===== config.mk =====
export PLATFORM = sky130hd
export DESIGN_NAME = tx_source_switch_flat
export DESIGN_NICKNAME = d
export VERILOG_FILES = /design/src/rtl/tx_source_switch_if.sv /design/src/rtl/tx_source_switch.sv /design/src/flat_wrapper.sv
export SDC_FILE = /design/constraint.sdc
export NUM_CORES = 1
export LEC_CHECK = 0
export BUFFER_PORTS_ARGS = -buffer_cell sky130_fd_sc_hd__buf_2
export CORE_MARGIN = 4
export CORE_UTILIZATION = 45
export CTS_CLUSTER_SIZE = 28
export DETAILED_ROUTE_END_ITERATION = 8
export PLACE_DENSITY = 0.81
export SYNTH_ARGS = -nofsm -noshare
export SYNTH_HDL_FRONTEND = slang
export SYNTH_SLANG_ARGS = --single-unit

===== constraint.sdc =====
create_clock -name dac_clk -period 7.9 [get_ports dac_clk]
set_input_delay 2.37 -clock dac_clk [delete_from_list [all_inputs] [get_ports dac_clk]]
set_output_delay 2.37 -clock dac_clk [all_outputs]
set_load 0.03 [all_outputs]

===== src/rtl/tx_source_switch_if.sv =====
// Shared transmit-chain constants and the bus interfaces used by tx_source_switch:
// a parallel realtime data bus and an AXI-stream style config channel.
package tx_pkg;
  parameter int PARALLEL_SAMPLES = 2;
  parameter int SAMPLE_WIDTH     = 8;
  parameter int DATA_WIDTH       = PARALLEL_SAMPLES * SAMPLE_WIDTH;
  parameter int CHANNELS         = 2;
endpackage

interface Realtime_Parallel_If #(
  parameter int DWIDTH   = 16,
  parameter int CHANNELS = 1
);
  logic [CHANNELS-1:0][DWIDTH-1:0] data;
  logic [CHANNELS-1:0]             valid;

  modport Master (output data, output valid);
  modport Slave  (input  data, input  valid);
endinterface

interface Axis_If #(
  parameter int DWIDTH = 8
);
  logic [DWIDTH-1:0] data;
  logic              valid;
  logic              ready;

  modport Master (output data, output valid, input  ready);
  modport Slave  (input  data, input  valid, output ready);
endinterface


===== src/rtl/tx_source_switch.sv =====
// Per-channel generator source selector: switches immediately or on the routed
// source's trigger, then blanks the channel for BLANK_CYCLES while it settles.
module tx_source_switch #(
  parameter int SOURCES      = 3,
  parameter int CHANNELS     = tx_pkg::CHANNELS,
  parameter int DWIDTH       = tx_pkg::DATA_WIDTH,
  parameter int BLANK_CYCLES = 4,
  parameter int SEL_BITS     = $clog2(SOURCES)
) (
  input  logic                      dac_clk,
  input  logic                      dac_reset,
  Realtime_Parallel_If.Slave        data_in,
  input  logic [SOURCES*CHANNELS-1:0] triggers_in,
  Axis_If.Slave                     config_in,
  Realtime_Parallel_If.Master       data_out,
  output logic [CHANNELS-1:0]       triggers_out,
  output logic [CHANNELS-1:0]       pending_out
);

  localparam int NIN = SOURCES * CHANNELS;
  localparam int FW  = SEL_BITS + 1;
  localparam int IW  = (NIN > 1) ? $clog2(NIN) : 1;
  localparam int CW  = (BLANK_CYCLES > 0) ? $clog2(BLANK_CYCLES + 1) : 1;
  localparam logic [CW-1:0] BLANK_LOAD = CW'(BLANK_CYCLES);

  logic [NIN-1:0][DWIDTH-1:0]        cap_data_r;
  logic [NIN-1:0]                    cap_valid_r;
  logic [NIN-1:0]                    cap_trig_r;

  logic [CHANNELS-1:0][SEL_BITS-1:0] cur_sel_r, cur_sel_s;
  logic [CHANNELS-1:0][SEL_BITS-1:0] pend_sel_r, pend_sel_s;
  logic [CHANNELS-1:0]               pend_mode_r, pend_mode_s;
  logic [CHANNELS-1:0]               pending_r, pending_s;
  logic [CHANNELS-1:0]               fresh_r, fresh_s;
  logic [CHANNELS-1:0][CW-1:0]       blank_cnt_r, blank_cnt_s;

  logic [CHANNELS-1:0]               legal_s;
  logic [CHANNELS-1:0][IW-1:0]       src_idx_s;
  logic [CHANNELS-1:0]               src_trig_s;
  logic [CHANNELS-1:0]               apply_s;
  logic                              ready_s;
  logic                              accept_s;

  logic [CHANNELS-1:0][DWIDTH-1:0]   out_data_s;
  logic [CHANNELS-1:0]               out_valid_s;
  logic [CHANNELS-1:0]               out_trig_s;

  assign ready_s         = ~|pending_r;
  assign accept_s        = config_in.valid & ready_s;
  assign config_in.ready = ready_s;
  assign pending_out     = pending_r;

  // Stage 1: capture every source word, valid and trigger.
  always_ff @(posedge dac_clk or posedge dac_reset) begin
    if (dac_reset) begin
      cap_data_r  <= '0;
      cap_valid_r <= '0;
      cap_trig_r  <= '0;
    end else begin
      cap_data_r  <= data_in.data;
      cap_valid_r <= data_in.valid;
      cap_trig_r  <= triggers_in;
    end
  end

  // Decode the routed source index per channel; illegal codes mute the channel.
  always_comb begin
    legal_s    = '0;
    src_idx_s  = '0;
    src_trig_s = '0;
    for (int c = 0; c < CHANNELS; c++) begin
      if (int'(cur_sel_r[c]) < SOURCES) begin
        legal_s[c]    = 1'b1;
        src_idx_s[c]  = IW'(int'(cur_sel_r[c]) * CHANNELS + c);
        src_trig_s[c] = cap_trig_r[src_idx_s[c]];
      end else begin
        legal_s[c]    = 1'b0;
        src_idx_s[c]  = '0;
        src_trig_s[c] = 1'b0;
      end
    end
  end

  // A pending switch applies on its first pending cycle (immediate) or once the
  // routed source triggers after the accept cycle (fresh_r masks that cycle).
  always_comb begin
    apply_s = '0;
    for (int c = 0; c < CHANNELS; c++) begin
      apply_s[c] = pending_r[c] & (~pend_mode_r[c] | (~fresh_r[c] & src_trig_s[c]));
    end
  end

  // Switch state register.
  always_ff @(posedge dac_clk or posedge dac_reset) begin
    if (dac_reset) begin
      cur_sel_r   <= '0;
      pend_sel_r  <= '0;
      pend_mode_r <= '0;
      pending_r   <= '0;
      fresh_r     <= '0;
      blank_cnt_r <= '0;
    end else begin
      cur_sel_r   <= cur_sel_s;
      pend_sel_r  <= pend_sel_s;
      pend_mode_r <= pend_mode_s;
      pending_r   <= pending_s;
      fresh_r     <= fresh_s;
      blank_cnt_r <= blank_cnt_s;
    end
  end

  // Next switch state: IDLE -> WAIT (pending) -> BLANK (counter) -> IDLE.
  always_comb begin
    cur_sel_s   = cur_sel_r;
    pend_sel_s  = pend_sel_r;
    pend_mode_s = pend_mode_r;
    pending_s   = pending_r;
    fresh_s     = '0;
    blank_cnt_s = blank_cnt_r;
    for (int c = 0; c < CHANNELS; c++) begin
      if (apply_s[c]) begin
        cur_sel_s[c]   = pend_sel_r[c];
        pending_s[c]   = 1'b0;
        blank_cnt_s[c] = BLANK_LOAD;
      end else if (blank_cnt_r[c] != '0) begin
        blank_cnt_s[c] = blank_cnt_r[c] - CW'(1);
      end else begin
        blank_cnt_s[c] = blank_cnt_r[c];
      end
      if (accept_s && (config_in.data[c*FW +: SEL_BITS] != cur_sel_r[c])) begin
        pending_s[c]   = 1'b1;
        pend_sel_s[c]  = config_in.data[c*FW +: SEL_BITS];
        pend_mode_s[c] = config_in.data[c*FW + SEL_BITS];
        fresh_s[c]     = 1'b1;
      end else begin
        fresh_s[c]     = 1'b0;
      end
    end
  end

  // Route, blank and mute; the apply-cycle trigger is dropped as it belongs to the old source.
  always_comb begin
    out_data_s  = '0;
    out_valid_s = '0;
    out_trig_s  = '0;
    for (int c = 0; c < CHANNELS; c++) begin
      if (legal_s[c]) begin
        out_valid_s[c] = cap_valid_r[src_idx_s[c]];
        if (blank_cnt_r[c] == '0) begin
          out_data_s[c] = cap_data_r[src_idx_s[c]];
          out_trig_s[c] = src_trig_s[c] & ~apply_s[c];
        end else begin
          out_data_s[c] = '0;
          out_trig_s[c] = 1'b0;
        end
      end else begin
        out_data_s[c]  = '0;
        out_valid_s[c] = 1'b0;
        out_trig_s[c]  = 1'b0;
      end
    end
  end

  // Stage 2: output register.
  always_ff @(posedge dac_clk or posedge dac_reset) begin
    if (dac_reset) begin
      data_out.data  <= '0;
      data_out.valid <= '0;
      triggers_out   <= '0;
    end else begin
      data_out.data  <= out_data_s;
      data_out.valid <= out_valid_s;
      triggers_out   <= out_trig_s;
    end
  end

endmodule


===== src/flat_wrapper.sv =====
// flat-port wrapper written by rule: the top's interface ports become plain ports
module tx_source_switch_flat 
#(
  parameter int SOURCES      = 3,
  parameter int CHANNELS     = tx_pkg::CHANNELS,
  parameter int DWIDTH       = tx_pkg::DATA_WIDTH,
  parameter int BLANK_CYCLES = 4,
  parameter int SEL_BITS     = $clog2(SOURCES)
)
  (dac_clk, dac_reset, triggers_in, triggers_out, pending_out, data_in_data, data_in_valid, config_in_data, config_in_valid, config_in_ready, data_out_data, data_out_valid);
  Realtime_Parallel_If #(.DWIDTH(DWIDTH), .CHANNELS(CHANNELS)) data_in_i ();
  Axis_If #(.DWIDTH(DWIDTH)) config_in_i ();
  Realtime_Parallel_If #(.DWIDTH(DWIDTH), .CHANNELS(CHANNELS)) data_out_i ();
  input  logic dac_clk;
  input  logic dac_reset;
  input  logic [SOURCES*CHANNELS-1:0] triggers_in;
  output logic [CHANNELS-1:0] triggers_out;
  output logic [CHANNELS-1:0] pending_out;
  input wire logic [$bits(data_in_i.data)-1:0] data_in_data;
  input wire logic [$bits(data_in_i.valid)-1:0] data_in_valid;
  input wire logic [$bits(config_in_i.data)-1:0] config_in_data;
  input wire logic [$bits(config_in_i.valid)-1:0] config_in_valid;
  output wire logic [$bits(config_in_i.ready)-1:0] config_in_ready;
  output wire logic [$bits(data_out_i.data)-1:0] data_out_data;
  output wire logic [$bits(data_out_i.valid)-1:0] data_out_valid;
  assign data_in_i.data = data_in_data;
  assign data_in_i.valid = data_in_valid;
  assign config_in_i.data = config_in_data;
  assign config_in_i.valid = config_in_valid;
  assign config_in_ready = config_in_i.ready;
  assign data_out_data = data_out_i.data;
  assign data_out_valid = data_out_i.valid;
  tx_source_switch #(.SOURCES(SOURCES), .CHANNELS(CHANNELS), .DWIDTH(DWIDTH), .BLANK_CYCLES(BLANK_CYCLES), .SEL_BITS(SEL_BITS)) u_core (.dac_clk(dac_clk), .dac_reset(dac_reset), .data_in(data_in_i), .triggers_in(triggers_in), .config_in(config_in_i), .data_out(data_out_i), .triggers_out(triggers_out), .pending_out(pending_out));
endmodule

# Word level (Yosys, flattened, before mapping)

Cells that the tools add are included.

Logic and storage cells: 95
Output and inout bits: 39
Register bits after elaboration: 96

Magnitude comparators: 6
Eq/ne operators: 2
Reduce and logical (&&, ||, !) cells: 12
Bitwise gates (word level): 15
$add $sub $neg: 3
Mux-type cells: 38

Operators with widths:

| cell                                                                         | count |
|---|---|
| 16-bit binary-select mux with 3-bit select                                   | 2 |
| 16-bit two-way mux                                                           | 6 |
| 1-bit two-way mux                                                            | 20 |
| 3-bit two-way mux                                                            | 6 |
| 3-bit by 4-bit less-than comparator with 1-bit output, second input constant | 4 |
| 1-bit binary-select mux with 3-bit select                                    | 3 |
| 2-bit nonzero test                                                           | 4 |
| 1-bit AND                                                                    | 7 |
| 3-bit zero test                                                              | 2 |
| 1-bit NOT                                                                    | 6 |
| 3-bit nonzero test                                                           | 2 |
| 3-bit by 1-bit subtractor with 3-bit output, second input constant           | 2 |
| 2-bit less-than comparator, second input constant                            | 2 |
| 2-bit != test                                                                | 2 |
| 3-bit by 1-bit adder with 3-bit output, second input constant                | 1 |
| 1-bit binary-select mux with 2-bit select                                    | 1 |
| 1-bit logical AND                                                            | 2 |
| 1-bit OR                                                                     | 2 |
| 2-bit OR reduction                                                           | 1 |
| 1-bit zero test                                                              | 1 |

# Depth between registers and ports, before layout

Depth in word-level cells: 11
Mapped depth: 6
Gate-level depth less buffers: 5

# Least setup slack after synthesis

Ideal clock, no wire load.

Path kind: register to output
Start: register u_core.pending_r[0], in the netlist u_core.pending_out[0]
End: output port config_in_ready
Data arrival time: 1.138 ns
Data required time: 5.530 ns
Setup slack: 4.392 ns
Cell stages (with the launch flop): 3
Buffers on the path: 1
Cells stage by stage: dfrtp_1 -> clkbuf_1 -> nor2_1

Word-level cells in the longest chain between the ends: 2

Ends and longest elaborated chain:

| item                   | line                    | RTL |
|---|---|---|
| start, declared        | tx_source_switch.sv:33  | `logic [CHANNELS-1:0] pending_r, pending_s;` |
| start signal, assigned | tx_source_switch.sv:106 | `pending_r <= pending_s;` |
| 2-bit OR reduction     | tx_source_switch.sv:48  | `assign ready_s = ~\|pending_r;` |
| 1-bit zero test        | tx_source_switch.sv:48  |  |
| end, declared          | flat_wrapper.sv:23      | `output wire logic [$bits(config_in_i.ready)-1:0] config_in_ready;` |

Every way passes these cells.

# Final worst setup path

Same ends and word-level chain as after synthesis.

==> impl_metrics.csv <==
group,metric,value,unit
cts,cts.clk_slew.worst_paths,0.10,ns
route,ant_nets,0,
route,via_count,1867,
final_layout,instances_no_fill,414,
final_layout,final_cell_area,3990,µm²
timing,min_period,3.56,ns
placement,portBuffers,87,
yosys,ys.flop_type,"dfrtp_1",
floorplanning,die_w,92.8,µm
yosys,synthCells,221,
power_and_ir_drop,leakagePower,2.07,nW
yosys,synth_nets,284,
setup_path,cp-end-kind,"output pin",
job,drv_cap,0,
power_and_ir_drop,p_seq_share,49.2,%
placement,dp_hpwl,3.93,mm
grt,grt_pass1_vias,1924,
timing,hold_viol,0,
yosys,synth_cell_types,30,
placement,placed_cells,398,
yosys,synthArstFlopShare,100,%
setup_path,critical_path_required,5.53,ns
grt,grt_overflow,0,
floorplanning,dieArea,8620,µm²
floorplanning,io-pin-count,98,
yosys,syn-cell-area,3240,µm²
route,routed_wl,5.47,mm
final_layout,fill_cells,579,
cts,cts_setup_buffers,0,
setup_path,critPathKind,"register to output pin",
final_layout,final_util,57.7,%
timing,skew,0.00515,ns
yosys,synth_enable_flop_cells,0,
setup_path,worstPathArrival,1.19,ns
route,drc_errors,0,
worst_hold_path,hold_path_class,"register to register",
grt,grt_pass1_wl,9.05,mm
timing,slew_viol_final,0,
cts,cts_buffers,9,
run_status,status,"finished, final reports clean",
final_layout,regArea,2400,µm²
cts,cts_buffer_depth,2,
yosys,post-synth-top-count-cell,"dfrtp_1",
timing,finalWorstSetupSlack,4.34,ns
power_and_ir_drop,power_density,328,nW/µm²
cts,cts.repair.resized,0,
timing,tns,0,ns
final_layout,multiInputGateArea,749,µm²
power_and_ir_drop,ir_worst_vdd,0.000153,V
yosys,synth_largest_area_cell,"dfrtp_1",
power_and_ir_drop,switching_share,33.3,%
cts,cts_root_buf,"clkbuf_8",
cts,ctsHoldBuffers,0,
final_layout,drive_above_1_share,35.8,%
timing,relSlewSlack,28.0,%
yosys,ys_top_cells_by_count,"dfrtp_1 (96), and2_1 (32), inv_1 (12)",
floorplanning,die_y,92.8,µm
final_layout,area_delta_synth_final,23.1,%
yosys,ys_top_cells_by_area,"dfrtp_1 (74%), and2_1 (6.2%), mux2_2 (2.1%), ha_1 (1.5%), inv_1 (1.4%)",
power_and_ir_drop,clockPowerShare,25.4,%
final_layout,fin_nets,376,
grt,grt_max_degree,97,
route,drtIter0Drc,47,
setup_path,worstSetupStartpointType,"register",
timing,setup_violations,0,
floorplanning,start_util,46.9,%
cts,clk-insertion-delay-late,0.34,ns
final_layout,diodes,0,
cts,cts.sinks,96,
grt,grt_use_total,13.5,%
power_and_ir_drop,p_int,0.000872,W
yosys,synth_top_cell_area_share,74.2,%
yosys,avgSynthCellArea,14.7,µm²
grt,antenna_found_initial,0,
yosys,synth_seq_cells,96,
cts,h-tree-depth,3,
timing,worst_slew_pin_slew,1.08,ns
yosys,ys_warn_count,0,
power_and_ir_drop,switchingPower,0.000436,W
route,routedWlPerCell,13.2,µm
placement,place_congestion,0.808,
timing,fmax,0.281,GHz
setup_path,crit_fanout,12,
yosys,synth-seq-area-share,74.2,%
timing,rsz0062_at_grt,"false",
route,vias_per_cell,4.51,
placement,pre_cts_ws,4.24,ns
timing,finalCritPeriodShare,45.0,%
cts,cts_tree,"yes",
power_and_ir_drop,power_frac_comb,25.4,%
placement,place_area,3770,µm²
floorplanning,placementRows,30,
floorplanning,core,6910,µm²
route,dr.pass1.iters,4,
==> area by class of cell <==
| cell class | count | share of cell area [%] |
|---|---|---|
| well taps | 96 | 3.01 |
| repair buffers | 89 | 11.3 |
| clock inverters | 7 | 2.32 |
| multi-input cells | 105 | 18.8 |
| inverters | 12 | 1.19 |
| flip-flops and latches | 96 | 60.3 |
| clock buffers | 9 | 3.11 |
==> final timing paths <==
kind                                        from  slack, ns  cells after the start                  endpoint
max                        u_core.pending_out[0]       4.34                      2           config_in_ready
min                        u_core.cap_data_r[23]       0.45                      1  u_core.data_out.data[23]
max reg2reg                  u_core.cur_sel_r[2]       6.17                      3     u_core.blank_cnt_r[5]
min reg2reg                u_core.cap_data_r[23]       0.45                      1  u_core.data_out.data[23]
max in group asynchronous              dac_reset       4.93                      2      u_core.pend_sel_r[2]
min in group asynchronous              dac_reset       2.29                      2      u_core.cap_data_r[8]
==> kinds of logic after synthesis <==
family | share of synthesized area (%)
buffers and inverters | 2.67
adders and majority gates | 1.55
and+or+nand+nor | 11.6
muxes | 3.01
AOI/OAI and AO/OA | 5.41
xor gates and xnor gates | 1.62
DFF | 74.2
==> flip-flops by register name (all words and copies together), names as in the netlist <==
signal	flops
u_core.blank_cnt_r	6
u_core.cap_data_r	32
u_core.cap_trig_r	6
u_core.cap_valid_r	2
u_core.cur_sel_r	4
u_core.data_out.data	32
u_core.data_out.valid	2
u_core.fresh_r	2
u_core.pend_mode_r	2
u_core.pend_sel_r	4
u_core.pending_out	2
u_core.triggers_out	2
==> stage by stage <==
stage,hold WS [ns],total power [W]
3_3_place_gp,0.430,0.000970
4_1_cts,0.454,0.00133
6_report,0.452,0.00131
5_1_grt,0.471,0.00139
2_1_floorplan,0.428,0.000896
3_5_place_dp,0.433,0.000991
==> metal layers <==
layer  wire length, µm  vias to the layer above  GRT usage, %
met3               239                        3          3.82
met5                 0                        -             0
li1                  -                      909             -
met1              2170                      903          15.9
met2              3030                       52          23.7
met4                21                        0          4.76
==> cell usage in the layout, fill, tap and decap left out, types with 5 or more instances in the layout <==
master,instances
buf_2,87
o21ai_0,7
nand2b_1,5
a21oi_1,5
dfrtp_1,96
nor2_1,10
clkbuf_8,9
and2_1,32
nor3b_1,6
mux2_2,6
inv_1,11
==> power groups by stage <==
stage	logic, W	clock network (W)	registers [W]
floorplan	0.000220	0	0.000676
global placement	0.000321	0	0.000648
detailed placement	0.000339	0	0.000652
CTS	0.000339	0.000346	0.000643
global route	0.000369	0.000368	0.000657
finish	0.000333	0.000332	0.000643
==> critical path, stage by stage (launching register included) <==
cell and delay [ns]:
dfrtp_1 0.51, nor2_1 0.12, buf_2 0.20
No activity file was read; power rests on OpenSTA's default activity.
